<file path="config.mk">
export PLATFORM = sky130hd
export DESIGN_NAME = mem_port_arbiter
export DESIGN_NICKNAME = d
export VERILOG_FILES = /design/src/rtl/mem_port_arbiter.sv
export SDC_FILE = /design/constraint.sdc
export NUM_CORES = 1
export LEC_CHECK = 0
export ABC_AREA = 1
export CAP_MARGIN = 30
export CORE_AREA = 2 2 231 233
export DETAILED_ROUTE_END_ITERATION = 8
export DIE_AREA = 0 0 233 235
export GPL_TIMING_DRIVEN = 0
export PLACE_DENSITY = 0.68
export SLEW_MARGIN = 15
export SYNTH_ARGS = -nofsm -noshare
export SYNTH_HDL_FRONTEND = slang
export SYNTH_SLANG_ARGS = --single-unit
</file>
<file path="constraint.sdc">
create_clock -name clk -period 9 [get_ports clk]
set_clock_uncertainty 0.1 [all_clocks]
set_input_delay 0.9 -clock clk [delete_from_list [all_inputs] [get_ports clk]]
set_output_delay 0.9 -clock clk [all_outputs]
set_load 0.01 [all_outputs]
</file>
<file path="src/rtl/mem_port_arbiter.sv">
// Two-port round-robin arbiter/sequencer for the RAM 64-bit rw port.
// One registered transaction at a time: ACCESS, WAIT, RESP.
module mem_port_arbiter #(
  parameter int unsigned MEM_BYTES = 524288
) (
  input  logic        clk,
  input  logic        reset,
  input  logic        req0,
  input  logic        req1,
  input  logic        we0,
  input  logic        we1,
  input  logic [63:0] addr0,
  input  logic [63:0] addr1,
  input  logic [63:0] wdata0,
  input  logic [63:0] wdata1,
  output logic        gnt0,
  output logic        gnt1,
  output logic        done0,
  output logic        done1,
  output logic [63:0] rdata,
  output logic        err,
  output logic        busy,
  output logic [63:0] rw_addr,
  output logic [63:0] rw_data_in,
  output logic        rw_write_en,
  input  logic [63:0] rw_data_out,
  input  logic        rw_error,
  output logic [31:0] cnt0,
  output logic [31:0] cnt1
);

  localparam logic [1:0] IDLE   = 2'd0;
  localparam logic [1:0] ACCESS = 2'd1;
  localparam logic [1:0] WAIT   = 2'd2;
  localparam logic [1:0] RESP   = 2'd3;

  localparam logic [64:0] LIMIT = 65'(MEM_BYTES);

  logic [1:0]  state;
  logic        last;
  logic        id;
  logic        inb;

  logic        any;
  logic        sample;
  logic        win;
  logic [63:0] win_addr;
  logic [63:0] win_wdata;
  logic        win_we;
  logic        win_inb;
  logic [64:0] win_end;

  // RESP exit doubles as the next arbitration point
  assign sample    = (state == IDLE) || (state == RESP);
  assign any       = req0 | req1;
  assign win       = (req0 & req1) ? ~last : req1;
  assign win_addr  = win ? addr1 : addr0;
  assign win_wdata = win ? wdata1 : wdata0;
  assign win_we    = win ? we1 : we0;
  assign win_end   = {1'b0, win_addr} + 65'd7;
  assign win_inb   = win_end < LIMIT;

  always_ff @(posedge clk or posedge reset) begin
    if (reset) begin
      state       <= IDLE;
      last        <= 1'b1;
      id          <= 1'b0;
      inb         <= 1'b0;
      gnt0        <= 1'b0;
      gnt1        <= 1'b0;
      done0       <= 1'b0;
      done1       <= 1'b0;
      rw_write_en <= 1'b0;
      err         <= 1'b0;
      busy        <= 1'b0;
      rdata       <= '0;
      rw_addr     <= '0;
      rw_data_in  <= '0;
      cnt0        <= '0;
      cnt1        <= '0;
    end else begin
      gnt0        <= 1'b0;
      gnt1        <= 1'b0;
      done0       <= 1'b0;
      done1       <= 1'b0;
      rw_write_en <= 1'b0;
      unique case (state)
        ACCESS: state <= WAIT;
        WAIT: begin
          state <= RESP;
          rdata <= rw_data_out;
          err   <= rw_error | ~inb;
          done0 <= ~id;
          done1 <= id;
        end
        default: begin
          state <= IDLE;
          busy  <= 1'b0;
          if (sample && any) begin
            state       <= ACCESS;
            busy        <= 1'b1;
            id          <= win;
            last        <= win;
            inb         <= win_inb;
            rw_addr     <= win_addr;
            rw_data_in  <= win_wdata;
            rw_write_en <= win_we & win_inb;
            gnt0        <= ~win;
            gnt1        <= win;
            if (!win && cnt0 != '1) cnt0 <= cnt0 + 32'd1;
            if (win && cnt1 != '1) cnt1 <= cnt1 + 32'd1;
          end
        end
      endcase
    end
  end

endmodule

</file>
# Word level (Yosys, flattened, before mapping)
# Cells that the tools add are included.
# word_totals
wordCells	59
reg_bits	268
# op_classes
n_eq_ne	5
muxes	15
n_bitwise	9
magnitude_cmp	1
n_reduce_logical	10
add_sub_neg	3
# ops
operator	count
2-to-1 mux 64 bit	2
adder 64 x 3 -> 65 bit (second input constant)	1
less-than comparator 65 x 20 -> 1 bit (second input constant)	1
adder 32 x 1 -> 32 bit (second input constant)	2
!= test 32 bit (second input constant)	2
2-to-1 mux 1 bit	12
AND reduction 3 bit	2
NOT 1 bit	5
equality test 2 bit (second input constant)	2
one-hot mux 2 bit (2 select lines)	1
logical AND 1 bit	3
AND 1 bit	2
equality test 2 x 1 -> 1 bit (second input constant)	1
zero test 2 bit	1
OR 1 bit	2
AND reduction 2 bit	1
OR reduction 2 bit	1
zero test 1 bit	1
logical OR 1 bit	1

# Longest topological paths before layout
# depth
depth_word	8
depth_mapped	22
ltp_nobuf	20

# Worst setup path after synthesis
# OpenSTA, ideal clock, no wires.
# synth_timing
path_kind	input port to flip-flop
start	in req1
end	reg cnt1[29]
setup_ns	0.126
cell_stages	13
slack_ns	6.204
required_ns	8.774
path_buffers	3
arrival_ns	2.570
path_cell_list	buf_4 -> nand2_4 -> buf_6 -> buf_4 -> inv_2 -> nand3_2 -> nor2_1 -> nand4_1 -> nor3_2 -> nand2_1 -> nor2_1 -> nand2_1 -> xnor2_1
# synth_between
elab_chain_len	4
# synth_lines
element	line_no	source
from (decl)	9	input logic req1,
AND 1 bit	56	assign win = (req0 & req1) ? ~last : req1;
2-to-1 mux 1 bit	56	
logical AND 1 bit	111	if (win && cnt1 != '1) cnt1 <= cnt1 + 32'd1;
AND reduction 3 bit (no source line) (*)	n/a	
to (signal assigned)	111	
to (decl)	29	output logic [31:0] cnt1
# Every way passes the cells marked *; elsewhere a longest branch is shown, timed or not.
# A chain may end at the register's enable or synchronous reset.

# Final worst setup path
# layout_timing
start	in req0
end	reg rw_data_in[27]
# layout_between
elab_chain_len	3
# layout_lines
element	line_no	source
from (decl)	8	input logic req0,
AND 1 bit / OR 1 bit (equally long branches)	56, 55	
2-to-1 mux 1 bit / logical AND 1 bit (equally long branches)	56, 99	
2-to-1 mux 64 bit / AND reduction 2 bit (equally long branches)	n/a	
to (signal assigned)	106	rw_data_in <= win_wdata;
to (decl)	24	output logic [63:0] rw_data_in,
# Parallel ways exist; a longest one is shown, timed or not.

==> flow_metrics.env <==
export IMPL_status="completed"
export IMPL_overflow=0
export IMPL_slew_violations=0
export IMPL_synth_fa_ha_area_share_pct=0.244
export IMPL_die_x_um=233
export IMPL_synth_seq_cells=268
export IMPL_row_count=84
export IMPL_grt_usage_pct=25.3
export IMPL_synth_nets=2574
export IMPL_yosysWarnings=0
export IMPL_hold_buffers=0
export IMPL_clkPwrFrac_pct=19.3
export IMPL_async_flop_share_pct=100
export IMPL_clk_latency_ns=0.62
export IMPL_cts_buffer_depth=3
export IMPL_cp_required_ns=9.43
export IMPL_avgSynthCellArea_um2=6.86
export IMPL_hold_slack_ns=0.366
export IMPL_cts_tree="yes"
export IMPL_ctsHtreeMaxLevel=1
export IMPL_intPower_w=0.00386
export IMPL_slew_headroom_pct=38.9
export IMPL_drt_wirelength_per_cell_um=19.8
export IMPL_ant_nets=0
export IMPL_drt_iter0_drc=1277
export IMPL_numCtsBuffers=31
export IMPL_cp_data_arrival_time_ns=4.59
export IMPL_netSwitchingPower_w=0.00273
export IMPL_hold_violations=0
export IMPL_path_max_fanout=10
export IMPL_syn2layout_area_growth_pct=50.9
export IMPL_synth_compound_area_share_pct=2.73
export IMPL_layout_common_cells="nand2_1 (1,014), clkdlybuf4s50_1 (588), dfrtp_1 (267)"
export IMPL_muxShareOfSynthArea_pct=0
export IMPL_ys_types=34
export IMPL_min_path_type="reg2reg"
export IMPL_ios=590
export IMPL_synth_top_family_by_area="simple AND/OR/NAND/NOR gates"
export IMPL_p_comb_share_pct=50.5
export IMPL_ir_drop_v=0.000197
export IMPL_cp_end_kind="flop"
export IMPL_yosysSeqAreaShare_pct=43.6
export IMPL_fin_crit_ns=4.15
export IMPL_nFillCells=5357
export IMPL_grt_pass1_wl_um=105000
export IMPL_synth_edf_count=0
export IMPL_syn_area_um2=15400
export IMPL_cts_sinks=268
export IMPL_drc_errors=0
export IMPL_critPathBufInv=6
export IMPL_period_share_pct=46.2
export IMPL_die_h_um=235
export IMPL_path_class="in2reg"
export IMPL_crit_chain="clkdlybuf4s50_1 -> nand2_2 -> nand2_4 -> buf_2 -> buf_2 -> clkbuf_1 -> nor2_1 -> clkbuf_1 -> clkbuf_1 -> nand2_1 -> nand3_1"
export IMPL_critPathLaunchType="input port"
export IMPL_leakagePower_nw=10.8
export IMPL_p_per_area_nw_per_um2=284
export IMPL_initial_utilization_pct=29.5
export IMPL_ctsRootBufferMaster="clkbuf_16"
export IMPL_cap_violations=0
export IMPL_cts_clk_slew_worst_paths_ns=0.06
export IMPL_dieArea_um2=54800
export IMPL_layout_commonest_cell="nand2_1"
export IMPL_slowest_stage="clkbuf_1"
export IMPL_gp_congestion=1.03
export IMPL_coreArea_um2=52200
export IMPL_nets=3199
export IMPL_dpl_cell_area_um2=22200
export IMPL_synth_top_cell_area_share_pct=43.4
export IMPL_p_sw_share_pct=41.5
export IMPL_synthFlopType="dfrtp_1"
export IMPL_num_vias=17320
export IMPL_slowest_delay_ns=0.64
export IMPL_grt_max_degree=106
export IMPL_crit_top_cell="clkbuf_1"
export IMPL_vias_per_cell=4.84
export IMPL_max_freq_mhz=241
export IMPL_ctsResizeCount=0
export IMPL_yosys_area_share_xor_xnor_pct=3.58
export IMPL_yosys_top_cells_area="dfrtp_1 (43%), nand2_1 (25%), nand3_1 (6.5%)"
export IMPL_post_cts_buffers=0
export IMPL_critPathTopFamily="buffers and inverters"
export IMPL_power_frac_seq_pct=30.2
export IMPL_grt_pass1_vias=17065
export IMPL_drive_gt1_share_pct=4.54
export IMPL_setup_viol=0
export IMPL_synth_largest_area_cell="dfrtp_1"
export IMPL_firstDrtPassIters=6
export IMPL_dp_hpwl_um=56800
export IMPL_antenna_found_initial=5
export IMPL_drt_total_wl_um=71000
export IMPL_synthCells=2244
export IMPL_port_buffers=588
export IMPL_final_cell_area_um2=23200
export IMPL_worst_slew_pin_slew_ns=0.907
export IMPL_synthSimpleGateAreaFrac_pct=43.1
export IMPL_rsz0062_at_grt="false"
## synth_stat cells (2+ instances only)
cell type / n
a21oi_1: 3
buf_1: 5
buf_2: 19
buf_4: 9
buf_6: 7
clkbuf_1: 48
clkinv_1: 4
dfrtp_1: 267
ha_1: 3
inv_1: 151
inv_2: 6
nand2_1: 1014
nand2_2: 5
nand3_1: 199
nand3_2: 3
nand3b_1: 51
nand4_1: 30
nor2_1: 208
nor2_2: 21
nor2_4: 5
nor3_1: 27
nor4_1: 6
o21ai_0: 78
o21ai_1: 3
or2_2: 2
xnor2_1: 21
xor2_1: 42
## power by group through the flow
| stage | registers, W | logic (W) | clock network, W |
|---|---|---|---|
| floorplan | 0.00219 | 0.00129 | 0 |
| global route | 0.00205 | 0.00364 | 0.00136 |
| global placement | 0.00199 | 0.00332 | 0 |
| finish | 0.00199 | 0.00333 | 0.00128 |
| CTS | 0.00199 | 0.00336 | 0.00131 |
| detailed placement | 0.00200 | 0.00335 | 0 |
## flip-flops by register name, summed over array words and instances (netlist names), 2 cells and up
register and cells:
cnt0 32, cnt1 32, rw_addr 64, rdata 64
state 2, rw_data_in 64
## logic make-up after synthesis
logic type	Yosys count
AND/OR/NAND/NOR	1577
adder cells (fa/ha/maj)	3
XOR/XNOR	63
buffers and inverters	249
AO/OA/AOI/OAI	84
flip-flops	268
## per-layer routing
layer	GRT usage, %	vias up	part of all wire [%]
li1	-	8281	-
met1	31.4	8009	40
met2	42.0	844	46
met3	5.74	182	8.7
met4	11.0	4	4.7
met5	0	-	0.024
## cell type report
class | instances | area [um2] | area share, %
antenna | 3 | 7.51 | 0.0323
sequential | 268 | 6710 | 28.9
tap | 688 | 861 | 3.71
clock inverter | 9 | 119 | 0.512
timing repair buffer | 592 | 5960 | 25.7
buffer | 88 | 440 | 1.90
multi-input combinational | 1727 | 7640 | 32.9
inverter | 161 | 612 | 2.63
clock buffer | 43 | 881 | 3.79
## worst register-to-register path, cell delays in order (launching register included)
cell	delay, ns
dfstp_2	0.53
nand2_2	0.13
nand2_4	0.14
buf_2	0.27
buf_2	0.38
clkbuf_1	0.71
nor2_1	0.27
clkbuf_1	0.43
clkbuf_1	0.43
nand2_1	0.22
nand3_1	0.10
## stage by stage
step / setup TNS (ns) / cells / total power [W] / setup slack, ns / util (%)
finish: 0 / 3579 / 0.00659 / 4.85 / 44.5
global route: 0 / 3579 / 0.00705 / 4.75 / 44.5
CTS: 0 / 3575 / 0.00666 / 4.82 / 44.5
detailed placement: 0 / 3523 / 0.00534 / 4.19 / 42.5
global placement: -839.58 / 3520 / 0.00531 / -3.21 / 42.4
floorplan: 0 / 2244 / 0.00348 / 0.620 / -
## final timing paths
check / slack (ns) / cells past startpoint / from / to
worst min register to register: 0.37 / 2 / rdata[37]$_DFFE_PP0P_ / rdata[37]$_DFFE_PP0P_
max in group asynchronous: 6.77 / 4 / reset / rw_data_in[49]$_DFFE_PP0P_
worst max register to register: 5.16 / 10 / last$_DFFE_PP1P_ / rw_data_in[27]$_DFFE_PP0P_
worst max-delay path: 4.85 / 11 / req0 / rw_data_in[27]$_DFFE_PP0P_
min in group asynchronous: 0.68 / 2 / reset / rdata[63]$_DFFE_PP0P_
worst min-delay path: 0.37 / 2 / rdata[37]$_DFFE_PP0P_ / rdata[37]$_DFFE_PP0P_
No activity file was read; power rests on OpenSTA's default activity.
